--- src/rtl/subleq_read_port_if.sv ---
// Read-side bus bundle for subleq_read_port: CPU read request, synchronous RAM
// request/return, and the input device valid/ready byte stream.
interface subleq_read_port_if;
   logic       RE;
   logic [7:0] addrRead;
   logic [7:0] dataRead;
   logic       readValid;
   logic       BUSY;
   logic [7:0] ram_addr;
   logic       ram_re;
   logic [7:0] ram_data;
   logic [7:0] in_data;
   logic       in_valid;
   logic       in_ready;

   modport slave (
      input  RE, addrRead, ram_data, in_data, in_valid,
      output dataRead, readValid, BUSY, ram_addr, ram_re, in_ready
   );

   modport master (
      output RE, addrRead, ram_data, in_data, in_valid,
      input  dataRead, readValid, BUSY, ram_addr, ram_re, in_ready
   );
endinterface

--- src/rtl/subleq_read_port.sv ---
// SUBLEQ read-side decoder: PORT_ADDR reads come from a one-byte input buffer,
// all other addresses go to the synchronous data RAM (2-cycle latency).
//
// state       | meaning
// ------------+-------------------------------------------------------------
// S_IDLE      | accepting RE; port reads from a full buffer complete here
// S_RAM_REQ   | ram_re/ram_addr presented, RAM captures at the next edge
// S_RAM_CAP   | ram_data valid, captured into dataRead
// S_PORT_WAIT | port read with empty buffer, waiting for an input handshake
module subleq_read_port #(
   parameter logic [7:0] PORT_ADDR = 8'h00
) (
   input  logic              clk,
   input  logic              rst,
   subleq_read_port_if.slave bus
);

   localparam logic [1:0] S_IDLE      = 2'd0;
   localparam logic [1:0] S_RAM_REQ   = 2'd1;
   localparam logic [1:0] S_RAM_CAP   = 2'd2;
   localparam logic [1:0] S_PORT_WAIT = 2'd3;

   logic [1:0] r_state;
   logic [7:0] r_data_read;
   logic       r_read_valid;
   logic [7:0] r_ram_addr;
   logic       r_ram_re;
   logic [7:0] r_buf;
   logic       r_buf_full;
   logic       r_in_ready;

   logic       w_hs;
   logic       w_port_hit;
   logic       w_rd_req;
   logic       w_buf_pop;
   logic       w_fwd;
   logic       w_buf_push;
   logic       w_buf_full_nxt;

   assign w_hs       = bus.in_valid & r_in_ready;
   assign w_port_hit = (bus.addrRead == PORT_ADDR);
   assign w_rd_req   = (r_state == S_IDLE) & bus.RE;
   assign w_buf_pop  = w_rd_req & w_port_hit & r_buf_full;
   assign w_fwd      = (r_state == S_PORT_WAIT) & w_hs;
   assign w_buf_push = w_hs & ~w_fwd;

   // Pop and push never coincide: a full buffer holds in_ready low.
   always_comb begin
      w_buf_full_nxt = r_buf_full;
      if (w_buf_pop)
         w_buf_full_nxt = 1'b0;
      else if (w_buf_push)
         w_buf_full_nxt = 1'b1;
   end

   always_ff @(posedge clk or posedge rst) begin
      if (rst) begin
         r_buf      <= 8'h00;
         r_buf_full <= 1'b0;
         r_in_ready <= 1'b0;
      end else begin
         if (w_buf_push)
            r_buf <= bus.in_data;
         r_buf_full <= w_buf_full_nxt;
         r_in_ready <= ~w_buf_full_nxt;
      end
   end

   always_ff @(posedge clk or posedge rst) begin
      if (rst) begin
         r_state      <= S_IDLE;
         r_data_read  <= 8'h00;
         r_read_valid <= 1'b0;
         r_ram_addr   <= 8'h00;
         r_ram_re     <= 1'b0;
      end else begin
         r_read_valid <= 1'b0;
         case (r_state)
            S_IDLE: begin
               if (bus.RE) begin
                  if (!w_port_hit) begin
                     r_ram_addr <= bus.addrRead;
                     r_ram_re   <= 1'b1;
                     r_state    <= S_RAM_REQ;
                  end else if (r_buf_full) begin
                     r_data_read  <= r_buf;
                     r_read_valid <= 1'b1;
                  end else begin
                     r_state <= S_PORT_WAIT;
                  end
               end
            end
            S_RAM_REQ: begin
               r_ram_re <= 1'b0;
               r_state  <= S_RAM_CAP;
            end
            S_RAM_CAP: begin
               r_data_read  <= bus.ram_data;
               r_read_valid <= 1'b1;
               r_state      <= S_IDLE;
            end
            S_PORT_WAIT: begin
               if (w_hs) begin
                  r_data_read  <= bus.in_data;
                  r_read_valid <= 1'b1;
                  r_state      <= S_IDLE;
               end
            end
            default: r_state <= S_IDLE;
         endcase
      end
   end

   assign bus.dataRead  = r_data_read;
   assign bus.readValid = r_read_valid;
   assign bus.BUSY      = (r_state != S_IDLE);
   assign bus.ram_addr  = r_ram_addr;
   assign bus.ram_re    = r_ram_re;
   assign bus.in_ready  = r_in_ready;

endmodule

--- src/flat_wrapper.sv ---
// flat-port wrapper written by rule: the top's interface ports become plain ports
module subleq_read_port_flat 
#(
   parameter logic [7:0] PORT_ADDR = 8'h00
)
  (clk, rst, bus_RE, bus_addrRead, bus_ram_data, bus_in_data, bus_in_valid, bus_dataRead, bus_readValid, bus_BUSY, bus_ram_addr, bus_ram_re, bus_in_ready);
  subleq_read_port_if bus_i ();
  input  logic clk;
  input  logic rst;
  input wire logic [$bits(bus_i.RE)-1:0] bus_RE;
  input wire logic [$bits(bus_i.addrRead)-1:0] bus_addrRead;
  input wire logic [$bits(bus_i.ram_data)-1:0] bus_ram_data;
  input wire logic [$bits(bus_i.in_data)-1:0] bus_in_data;
  input wire logic [$bits(bus_i.in_valid)-1:0] bus_in_valid;
  output wire logic [$bits(bus_i.dataRead)-1:0] bus_dataRead;
  output wire logic [$bits(bus_i.readValid)-1:0] bus_readValid;
  output wire logic [$bits(bus_i.BUSY)-1:0] bus_BUSY;
  output wire logic [$bits(bus_i.ram_addr)-1:0] bus_ram_addr;
  output wire logic [$bits(bus_i.ram_re)-1:0] bus_ram_re;
  output wire logic [$bits(bus_i.in_ready)-1:0] bus_in_ready;
  assign bus_i.RE = bus_RE;
  assign bus_i.addrRead = bus_addrRead;
  assign bus_i.ram_data = bus_ram_data;
  assign bus_i.in_data = bus_in_data;
  assign bus_i.in_valid = bus_in_valid;
  assign bus_dataRead = bus_i.dataRead;
  assign bus_readValid = bus_i.readValid;
  assign bus_BUSY = bus_i.BUSY;
  assign bus_ram_addr = bus_i.ram_addr;
  assign bus_ram_re = bus_i.ram_re;
  assign bus_in_ready = bus_i.in_ready;
  subleq_read_port #(.PORT_ADDR(PORT_ADDR)) u_core (.clk(clk), .rst(rst), .bus(bus_i));
endmodule
--- config.mk ---
export PLATFORM = sky130hd
export DESIGN_NAME = subleq_read_port_flat
export DESIGN_NICKNAME = d
export VERILOG_FILES = /design/src/rtl/subleq_read_port_if.sv /design/src/rtl/subleq_read_port.sv /design/src/flat_wrapper.sv
export SDC_FILE = /design/constraint.sdc
export NUM_CORES = 1
export LEC_CHECK = 0
export ABC_AREA = 1
export CAP_MARGIN = 0
export CORE_ASPECT_RATIO = 1.2
export CORE_MARGIN = 2
export CORE_UTILIZATION = 46
export CTS_CLUSTER_SIZE = 12
export DETAILED_ROUTE_END_ITERATION = 8
export PLACE_DENSITY_LB_ADDON = 0.08
export SETUP_SLACK_MARGIN = 0.4
export SYNTH_ARGS = -nofsm -noshare
export SYNTH_HDL_FRONTEND = slang
export SYNTH_SLANG_ARGS = --single-unit
--- constraint.sdc ---
create_clock -name clk -period 1.5 [get_ports clk]
set_input_delay 0.15 -clock clk [delete_from_list [all_inputs] [get_ports clk]]
set_output_delay 0.15 -clock clk [all_outputs]
set_load 0.005 [all_outputs]
* After elaboration in Yosys (flattened, before gate mapping)
Index checks and enable logic that the tools add are counted.
** Cells by class
- Eq/ne operators :: 9
- Mux-type cells :: 20
- Bitwise operators :: 9
- Reductions and logical operators :: 9
** Operators with widths (count)
- 8-bit 2-to-1 mux :: 4
- 8-bit case mux with 3 select lines :: 1
- 3-bit AND reduction :: 3
- 8-bit zero test :: 1
- 1-bit 2-to-1 mux :: 8
- 2-bit 2-to-1 mux :: 4
- 2-bit case mux with 4 select lines :: 1
- 1-bit bitwise AND :: 6
- 2-bit by 1-bit inequality test with 1-bit output (second input constant) :: 3
- 5-bit AND reduction :: 1
- 2-bit == test (second input constant) :: 2
- 2-bit inequality test (second input constant) :: 2
- 2-bit nonzero test :: 2
- 3-bit inequality test (second input constant) :: 1
- 1-bit NOT :: 3
- 1-bit case mux with 3 select lines :: 1
- 3-bit nonzero test :: 1
- 2-bit by 1-bit == test with 1-bit output (second input constant) :: 1
- 2-bit zero test :: 1
- 1-bit case mux with 2 select lines :: 1
** Word-level totals
- Flip-flop bits (word level) :: 30
- Output and inout bits :: 20

* Longest topological paths before layout
Gate-level depths: netlist (run 1).
- Word-level depth :: 7
- Mapped depth :: 7

* Least setup slack after synthesis (run 1)
OpenSTA, ideal clock, no wires.
- Path kind :: reg2reg
- Start :: reg u_core.r_state[0]
- End :: reg u_core.r_ram_addr[1], in the netlist u_core.bus.ram_addr[1]
- Setup time :: 0.117 ns
- Data arrival time :: 1.123 ns
- Required time :: 1.383 ns
- Path slack :: 0.260 ns
- Cell stages (with the launch flop) :: 8
- Cell sequence :: dfrtp_1 -> nor2_4 -> inv_4 -> nor2_8 -> o21ai_4 -> buf_8 -> nand2_1 -> o21ai_2
** On the way
- Cells in the longest elaborated chain, start to end :: 2
** RTL lines
- start: declaration :: line subleq_read_port.sv:23 : logic [1:0] r_state;
- start signal: assignment :: line subleq_read_port.sv:71 : r_state <= S_IDLE;
- start signal: assignment :: line subleq_read_port.sv:84 : r_state <= S_RAM_REQ;
- start signal: assignment :: line subleq_read_port.sv:89 : r_state <= S_PORT_WAIT;
- 2-bit zero test :: line subleq_read_port.sv:78 : case (r_state)
- 3-bit AND reduction (no source line)
- end signal: assignment :: line subleq_read_port.sv:82 : r_ram_addr <= bus.addrRead;
- end: declaration :: line subleq_read_port.sv:26 : logic [7:0] r_ram_addr;
Every way passes these cells.
A chain may end at the register's enable or synchronous reset.

* Worst setup path in the final report (run 1)
Ends and elaborated chain as after synthesis.

==> impl_metrics.env, run 1 <==
export IMPL_grt_pass1_wl_mm=6.40
export IMPL_avgSynthCellArea_um2=8.92
export IMPL_setup_viol=0
export IMPL_final_fill_count=221
export IMPL_min_period_ps=1280
export IMPL_arrival_ps=1510
export IMPL_grt_pass1_vias=1509
export IMPL_io_pins=48
export IMPL_wire_per_inst_um=14.8
export IMPL_p_leak_nw=1.19
export IMPL_cp_start_kind="flop"
export IMPL_syn_cell_area_um2=1510
export IMPL_routed_wl_mm=4.36
export IMPL_area_growth_pct=60.0
export IMPL_initialDrtViolationCount=71
export IMPL_grt_overflow=0
export IMPL_antenna_found_initial=0
export IMPL_yosys_area_share_simple_pct=26.0
export IMPL_hp_class="input port to asynchronous set/reset pin"
export IMPL_gp_congestion=0.826
export IMPL_synth_area_top_cells="dfrtp_1, nand2_1, o21ai_2"
export IMPL_fin_worst_skew_ps=11.2
export IMPL_grt_max_degree=18
export IMPL_cts_root_buffer="clkbuf_4"
export IMPL_dpl_cell_area_um2=2040
export IMPL_synth_top_family_by_area="simple AND/OR/NAND/NOR gates"
export IMPL_synthXorXnorAreaFrac_pct=0
export IMPL_synthMuxAreaShare_pct=0
export IMPL_cts_buffers=5
export IMPL_syn_inst=169
export IMPL_hold_viol=0
export IMPL_syn_nets=197
export IMPL_synth_most_common_cell="nand2_1"
export IMPL_ys_top_cells_by_count="nand2_1, dfrtp_1, inv_1"
export IMPL_startpoint="u_core.r_state[0]$_DFFE_PP0P_"
export IMPL_p_per_area_nw_per_um2=1780
export IMPL_synth_adder_area_share_pct=0
export IMPL_tritoncts="done"
export IMPL_reg2reg_slack_ps=220
export IMPL_setup_worst_path_end="u_core.bus.ram_addr[1]$_DFFE_PP0P_"
export IMPL_die_area_um2=3750
export IMPL_timing_rr_start="u_core.r_state[0]$_DFFE_PP0P_"
export IMPL_synth_compound_area_share_pct=13.6
export IMPL_nets=286
export IMPL_drc=0
export IMPL_p_total_mw=4.30
export IMPL_clock_fmax_ghz=0.781
export IMPL_insertion_delay_ps=340
export IMPL_drtAntennaViolNets=0
export IMPL_clk_transition_reported_paths_ps=100
export IMPL_drive_above_1_share_pct=37.5
export IMPL_die_h_um=66.7
export IMPL_critPathRequiredTime_ps=1730
export IMPL_core_um2=3080
export IMPL_yosys_area_top_type="dfrtp_1"
export IMPL_antenna_cells=0
export IMPL_grtUsageTotal_pct=22.6
export IMPL_run_status="finished clean"
export IMPL_dpl_hpwl_mm=2.62
export IMPL_layout_cells_non_filler=295
export IMPL_async_reset_ff_share_pct=100
export IMPL_max_vdd_ir_drop_mv=1.01
export IMPL_synthFlopType="dfrtp_1"
export IMPL_endpoint_kind="flop"
export IMPL_vias=1527
export IMPL_slew_violations=0
export IMPL_io_buffers=47
export IMPL_slew_headroom_pct=82.5
export IMPL_synth_edf_count=0
export IMPL_cts_sinks=30
export IMPL_final_period_utilization_pct=85.4
export IMPL_vias_per_cell=5.18
export IMPL_h_tree_depth=2
export IMPL_initial_core_util_pct=48.9
export IMPL_die_w_um=56.3
export IMPL_rsz0062_at_grt="yes"
export IMPL_synth_seq_cells=30
export IMPL_ys_seq_area_share_pct=49.8
export IMPL_num_rows=22
export IMPL_drv_cap=0
export IMPL_dpl_cell_count=253
export IMPL_regToRegEndpoint="u_core.bus.ram_addr[1]$_DFFE_PP0P_"
export IMPL_worst_slew_pin_slew_ps=262
export IMPL_yosysTopAreaCellShare_pct=49.8
export IMPL_clockBufferDepth=2
export IMPL_worstSetupPathType="flop to flop"
export IMPL_path_max_fanout=9
export IMPL_r2r_worst_path_cells=7
export IMPL_holdWs_ps=119
export IMPL_ys_types=21
export IMPL_yosysWarnings=0
export IMPL_final_area_um2=2410
export IMPL_drt_pass1_iter_count=5
export IMPL_final_core_util_pct=78.2
==> power by group <==
group / internal [mW] / switching [mW]
clock network: 0.227 / 0.286
registers: 1.19 / 0.195
logic: 1.26 / 1.15
==> worst min-delay path by stage <==
| stage | startpoint | to | cells after the start |
|---|---|---|---|
| global route | rst | u_core.bus.ram_addr[4]$_DFFE_PP0P_ | 3 |
| finish | rst | u_core.r_buf_full$_DFF_PP0_ | 3 |
| CTS | rst | u_core.bus.ram_addr[7]$_DFFE_PP0P_ | 3 |
| detailed placement | u_core.bus.ram_re$_DFFE_PP0P_ | u_core.bus.ram_re$_DFFE_PP0P_ | 2 |
| global placement | u_core.bus.ram_addr[4]$_DFFE_PP0P_ | u_core.bus.ram_addr[4]$_DFFE_PP0P_ | 2 |
| floorplan | rst | u_core.bus.dataRead[0]$_DFFE_PP0P_ | 1 |
==> cell usage in the layout, fill, tap and decap left out, types with 2 or more instances in the layout <==
cell type,instances
nand2_1,52
buf_4,28
dfrtp_1,28
clkdlybuf4s50_1,27
inv_1,18
o21ai_2,11
nand3_1,10
clkbuf_2,9
o211ai_1,8
o21ai_1,7
nand2_2,6
clkdlybuf4s15_1,6
nor2_1,5
inv_2,5
clkbuf_4,5
nor2_4,4
buf_6,4
buf_2,4
nand2_4,3
clkbuf_16,3
nand3_2,2
buf_12,2
dfrtp_2,2
==> stage by stage <==
| step | TNS (ps) | setup WS, ps |
|---|---|---|
| floorplan | 0 | 284 |
| global placement | 0 | 2.00 |
| detailed placement | -177 | -40.0 |
| CTS | 0 | 254 |
| global route | 0 | 149 |
| finish | 0 | 220 |
==> cell type report <==
class                   count  area, um2  share of cell area (%)
well taps                  36       45.0                    1.87
repair buffers             83        766                    31.7
clock inverters             1       5.00                   0.207
clock buffers               7       55.1                    2.28
flip-flops and latches     30        753                    31.2
multi-input cells         112        654                    27.1
inverters                  26        134                    5.55
==> flip-flops by register name, indices dropped and copies added (netlist names) <==
register / flops
u_core.r_buf: 8
u_core.bus.in_ready: 1
u_core.bus.dataRead: 8
u_core.bus.ram_re: 1
u_core.r_buf_full: 1
u_core.bus.ram_addr: 8
u_core.r_state: 2
u_core.bus.readValid: 1
==> per-layer routing <==
| metal | routed length, um | global-route usage (%) | part of all wire (%) |
|---|---|---|---|
| met1 | 1670 | 23.4 | 38 |
| met2 | 2280 | 42.5 | 52 |
| met3 | 248 | 5.05 | 5.7 |
| met4 | 166 | 11.6 | 3.8 |
| met5 | 0 | 0 | 0 |
==> what timing repair did <==
action,in CTS,in global routing
endpoints found under the hold margin,0,0
gates cloned,2,3
setup buffers,18,11
endpoints found under the setup margin,50,44
pin swaps,3,5
hold buffers,0,0
gates resized for setup,53,25
==> worst max-delay path: stages (launching register included) <==
cell and delay, ps:
dfrtp_2 440, nor2_4 160, inv_4 70, nor2_8 130, o21ai_4 100, buf_12 150
nand2_1 70, o21ai_2 50
==> cell families (layout without fill, tap and decap cells) <==
group | Yosys count | after routing
AOI/OAI and AO/OA | 28 | 28
buffers and inverters | 29 | 117
DFF | 30 | 30
and+or+nand+nor | 82 | 84
Power figures use the tool's default switching activity.
==> inputs of run 2 (changes only) <==
--- a/config.mk
+++ b/config.mk
@@ -5,11 +5,10 @@
 export SDC_FILE = /design/constraint.sdc
 export NUM_CORES = 1
 export LEC_CHECK = 0
-export ABC_AREA = 1
 export CAP_MARGIN = 0
-export CORE_ASPECT_RATIO = 1.2
+export CORE_ASPECT_RATIO = 2
 export CORE_MARGIN = 2
-export CORE_UTILIZATION = 46
+export CORE_UTILIZATION = 40
 export CTS_CLUSTER_SIZE = 12
 export DETAILED_ROUTE_END_ITERATION = 8
 export PLACE_DENSITY_LB_ADDON = 0.08
==> constraint.sdc (replaced) <==
create_clock -name clk -period 1.1 [get_ports clk]
set_input_delay 0.11 -clock clk [delete_from_list [all_inputs] [get_ports clk]]
set_output_delay 0.11 -clock clk [all_outputs]
set_load 0.005 [all_outputs]
==> run 2 against run 1 <==
  * The run now ends with negative setup slack left
  * Synthesized cell count down 37%
  * Critical path depth is 2 lower
  * Global-route usage increased by 0.79 points
  * Register-to-register slack worse by 780 ps
  * Critical path type unchanged
==> impl_metrics.env, run 2 <==
export IMPL_final_fill_count=239
export IMPL_startpoint="u_core.r_state[0]$_DFFE_PP0P_"
export IMPL_yosys_area_top_type="dfrtp_1"
export IMPL_synth_seq_cells=30
export IMPL_cts_hold_buffers=0
export IMPL_tritoncts="done"
export IMPL_final_core_util_pct=75.4
export IMPL_syn_inst=107
export IMPL_antenna_found_initial=0
export IMPL_cts_sinks=30
export IMPL_die_area_um2=4020
export IMPL_synth_edf_count=0
export IMPL_die_h_um=87.7
export IMPL_finalWorstSetupSlack_ps=-559
export IMPL_rsz0062_at_grt="yes"
export IMPL_hold_viol=0
export IMPL_vias=1286
export IMPL_clock_fmax_ghz=0.603
export IMPL_layout_commonest_cell="buf_4"
export IMPL_hp_class="input port to asynchronous set/reset pin"
export IMPL_synthFlopType="dfrtp_1"
export IMPL_fin_worst_skew_ps=4.83
export IMPL_h_tree_depth=2
export IMPL_grt_overflow=0
export IMPL_clk_transition_reported_paths_ps=70
export IMPL_nets=236
export IMPL_core_um2=3380
export IMPL_final_period_utilization_pct=151
export IMPL_syn_nets=135
export IMPL_p_leak_nw=1.21
export IMPL_drt_pass1_iter_count=3
export IMPL_num_rows=30
export IMPL_drc=0
export IMPL_yosysTopAreaCellShare_pct=53.5
export IMPL_synth_area_top_cells="dfrtp_1, mux2_2, mux2_4"
export IMPL_async_reset_ff_share_pct=100
export IMPL_slew_headroom_pct=80.7
export IMPL_gp_congestion=0.839
export IMPL_initial_core_util_pct=41.5
export IMPL_ys_types=25
export IMPL_io_buffers=47
export IMPL_vias_per_cell=5.34
export IMPL_ys_seq_area_share_pct=53.5
export IMPL_path_max_fanout=5
export IMPL_violations="negative setup slack"
export IMPL_io_pins=48
export IMPL_drive_above_1_share_pct=56.0
export IMPL_setup_viol=31
export IMPL_dpl_hpwl_mm=2.63
export IMPL_antenna_cells=0
export IMPL_synth_most_common_cell="dfrtp_1"
export IMPL_grtUsageTotal_pct=23.4
export IMPL_endpoint_kind="flop"
export IMPL_run_status="finished, violations left"
export IMPL_yosysWarnings=0
export IMPL_die_w_um=45.9
export IMPL_insertion_delay_ps=290
export IMPL_cts_buffers=5
export IMPL_initialDrtViolationCount=11
export IMPL_critPathRequiredTime_ps=1280
export IMPL_syn_cell_area_um2=1400
export IMPL_clockBufferDepth=2
export IMPL_dpl_cell_area_um2=2130
export IMPL_grt_pass1_wl_mm=6.51
export IMPL_wire_per_inst_um=18.9
export IMPL_min_period_ps=1660
export IMPL_worst_slew_pin_slew_ps=286
export IMPL_final_setup_tns_ps=-14000
export IMPL_grt_max_degree=31
export IMPL_final_cell_mix="buf_4, dfrtp_1, mux2_4"
export IMPL_max_vdd_ir_drop_mv=1.91
export IMPL_avgSynthCellArea_um2=13.1
export IMPL_drtAntennaViolNets=0
export IMPL_timing_rr_start="u_core.r_state[0]$_DFFE_PP0P_"
export IMPL_slew_violations=0
export IMPL_final_area_um2=2550
export IMPL_area_growth_pct=81.5
export IMPL_routed_wl_mm=4.57
export IMPL_grt_pass1_vias=1410
export IMPL_drv_cap=0
export IMPL_cp_start_kind="flop"
export IMPL_worstSetupPathType="flop to flop"
export IMPL_p_per_area_nw_per_um2=2760
export IMPL_ys_top_cells_by_count="dfrtp_1, mux2_2, a21oi_1"
export IMPL_p_total_mw=7.03
export IMPL_cts_root_buffer="clkbuf_8"
export IMPL_arrival_ps=1840
-- run 2: cell count changes in the layout (fill, tap and decap cells not counted), moves of 8 or more --
cell             before  now
buf_2                 4   18
clkbuf_2              9    1
o21ai_2              11    1
nand2_1              52    2
nand3_1              10    0
inv_1                18    2
dlygate4sd2_1         0    8
clkdlybuf4s50_1      27   19
o211ai_1              8    0
mux2_4                0   24
a21oi_1               0    8
mux2i_1               0    8
-- run 2: per-stage QoR --
step	worst slack (ps)	instances	hold slack, ps
floorplan	-569	107	25.9
global placement	-901	205	467
detailed placement	-932	205	494
CTS	-524	234	202
global route	-607	241	214
finish	-559	241	185
-- run 2: final timing paths --
path	endpoint	slack [ps]	depth (start not counted)
worst max-delay path	u_core.bus.dataRead[4]$_DFFE_PP0P_	-560	5
min in group clk	u_core.bus.ram_addr[0]$_DFFE_PP0P_	300	2
worst min-delay path	u_core.bus.ram_addr[6]$_DFFE_PP0P_	190	3
worst max register to register	u_core.bus.dataRead[4]$_DFFE_PP0P_	-560	5
worst min register to register	u_core.bus.ram_addr[7]$_DFFE_PP0P_	510	1
max in group asynchronous	u_core.r_state[1]$_DFFE_PP0P_	720	3
-- run 2: cell type report --
class | instances | area (um2) | area share [%]
clock buffer | 7 | 86.3 | 3.39
clock inverter | 1 | 5.00 | 0.197
inverter | 3 | 15.0 | 0.590
multi-input combinational | 70 | 758 | 29.8
sequential | 30 | 753 | 29.6
tap | 32 | 40.0 | 1.57
timing repair buffer | 98 | 888 | 34.9
-- run 2: logic make-up after synthesis --
group / after synthesis / share of synthesized area [%]
flops: 30 / 53.5
mux: 32 / 27.1
buf+inv: 7 / 1.87
simple gates: 19 / 7.67
compound gates: 19 / 9.81
-- run 2: power by group --
part           internal [mW]  total, mW  switching [mW]
clock                  0.504      0.945           0.441
combinational           2.66       4.08            1.42
sequential              1.66       2.01           0.348
-- run 2: critical path: stages (launching register included) --
cell and delay (ps):
dfrtp_2 440, nand4bb_4 260, o32ai_4 290, buf_6 160, buf_16 110, mux2_4 290
-- run 2: layer usage --
metal  vias up  part of all wire [%]  GRT usage (%)
met5         -                     0              0
met2        42                    58           43.9
met4         0                   4.1           15.8
li1        588                     -              -
met3        15                   3.9           3.71
met1       641                    34           20.5
-- run 2: what timing repair did --
item,in CTS,in global routing
pin swaps,5,3
setup endpoints to repair,50,50
buffers inserted,19,7
cloned,2,0
gates resized for setup,109,24
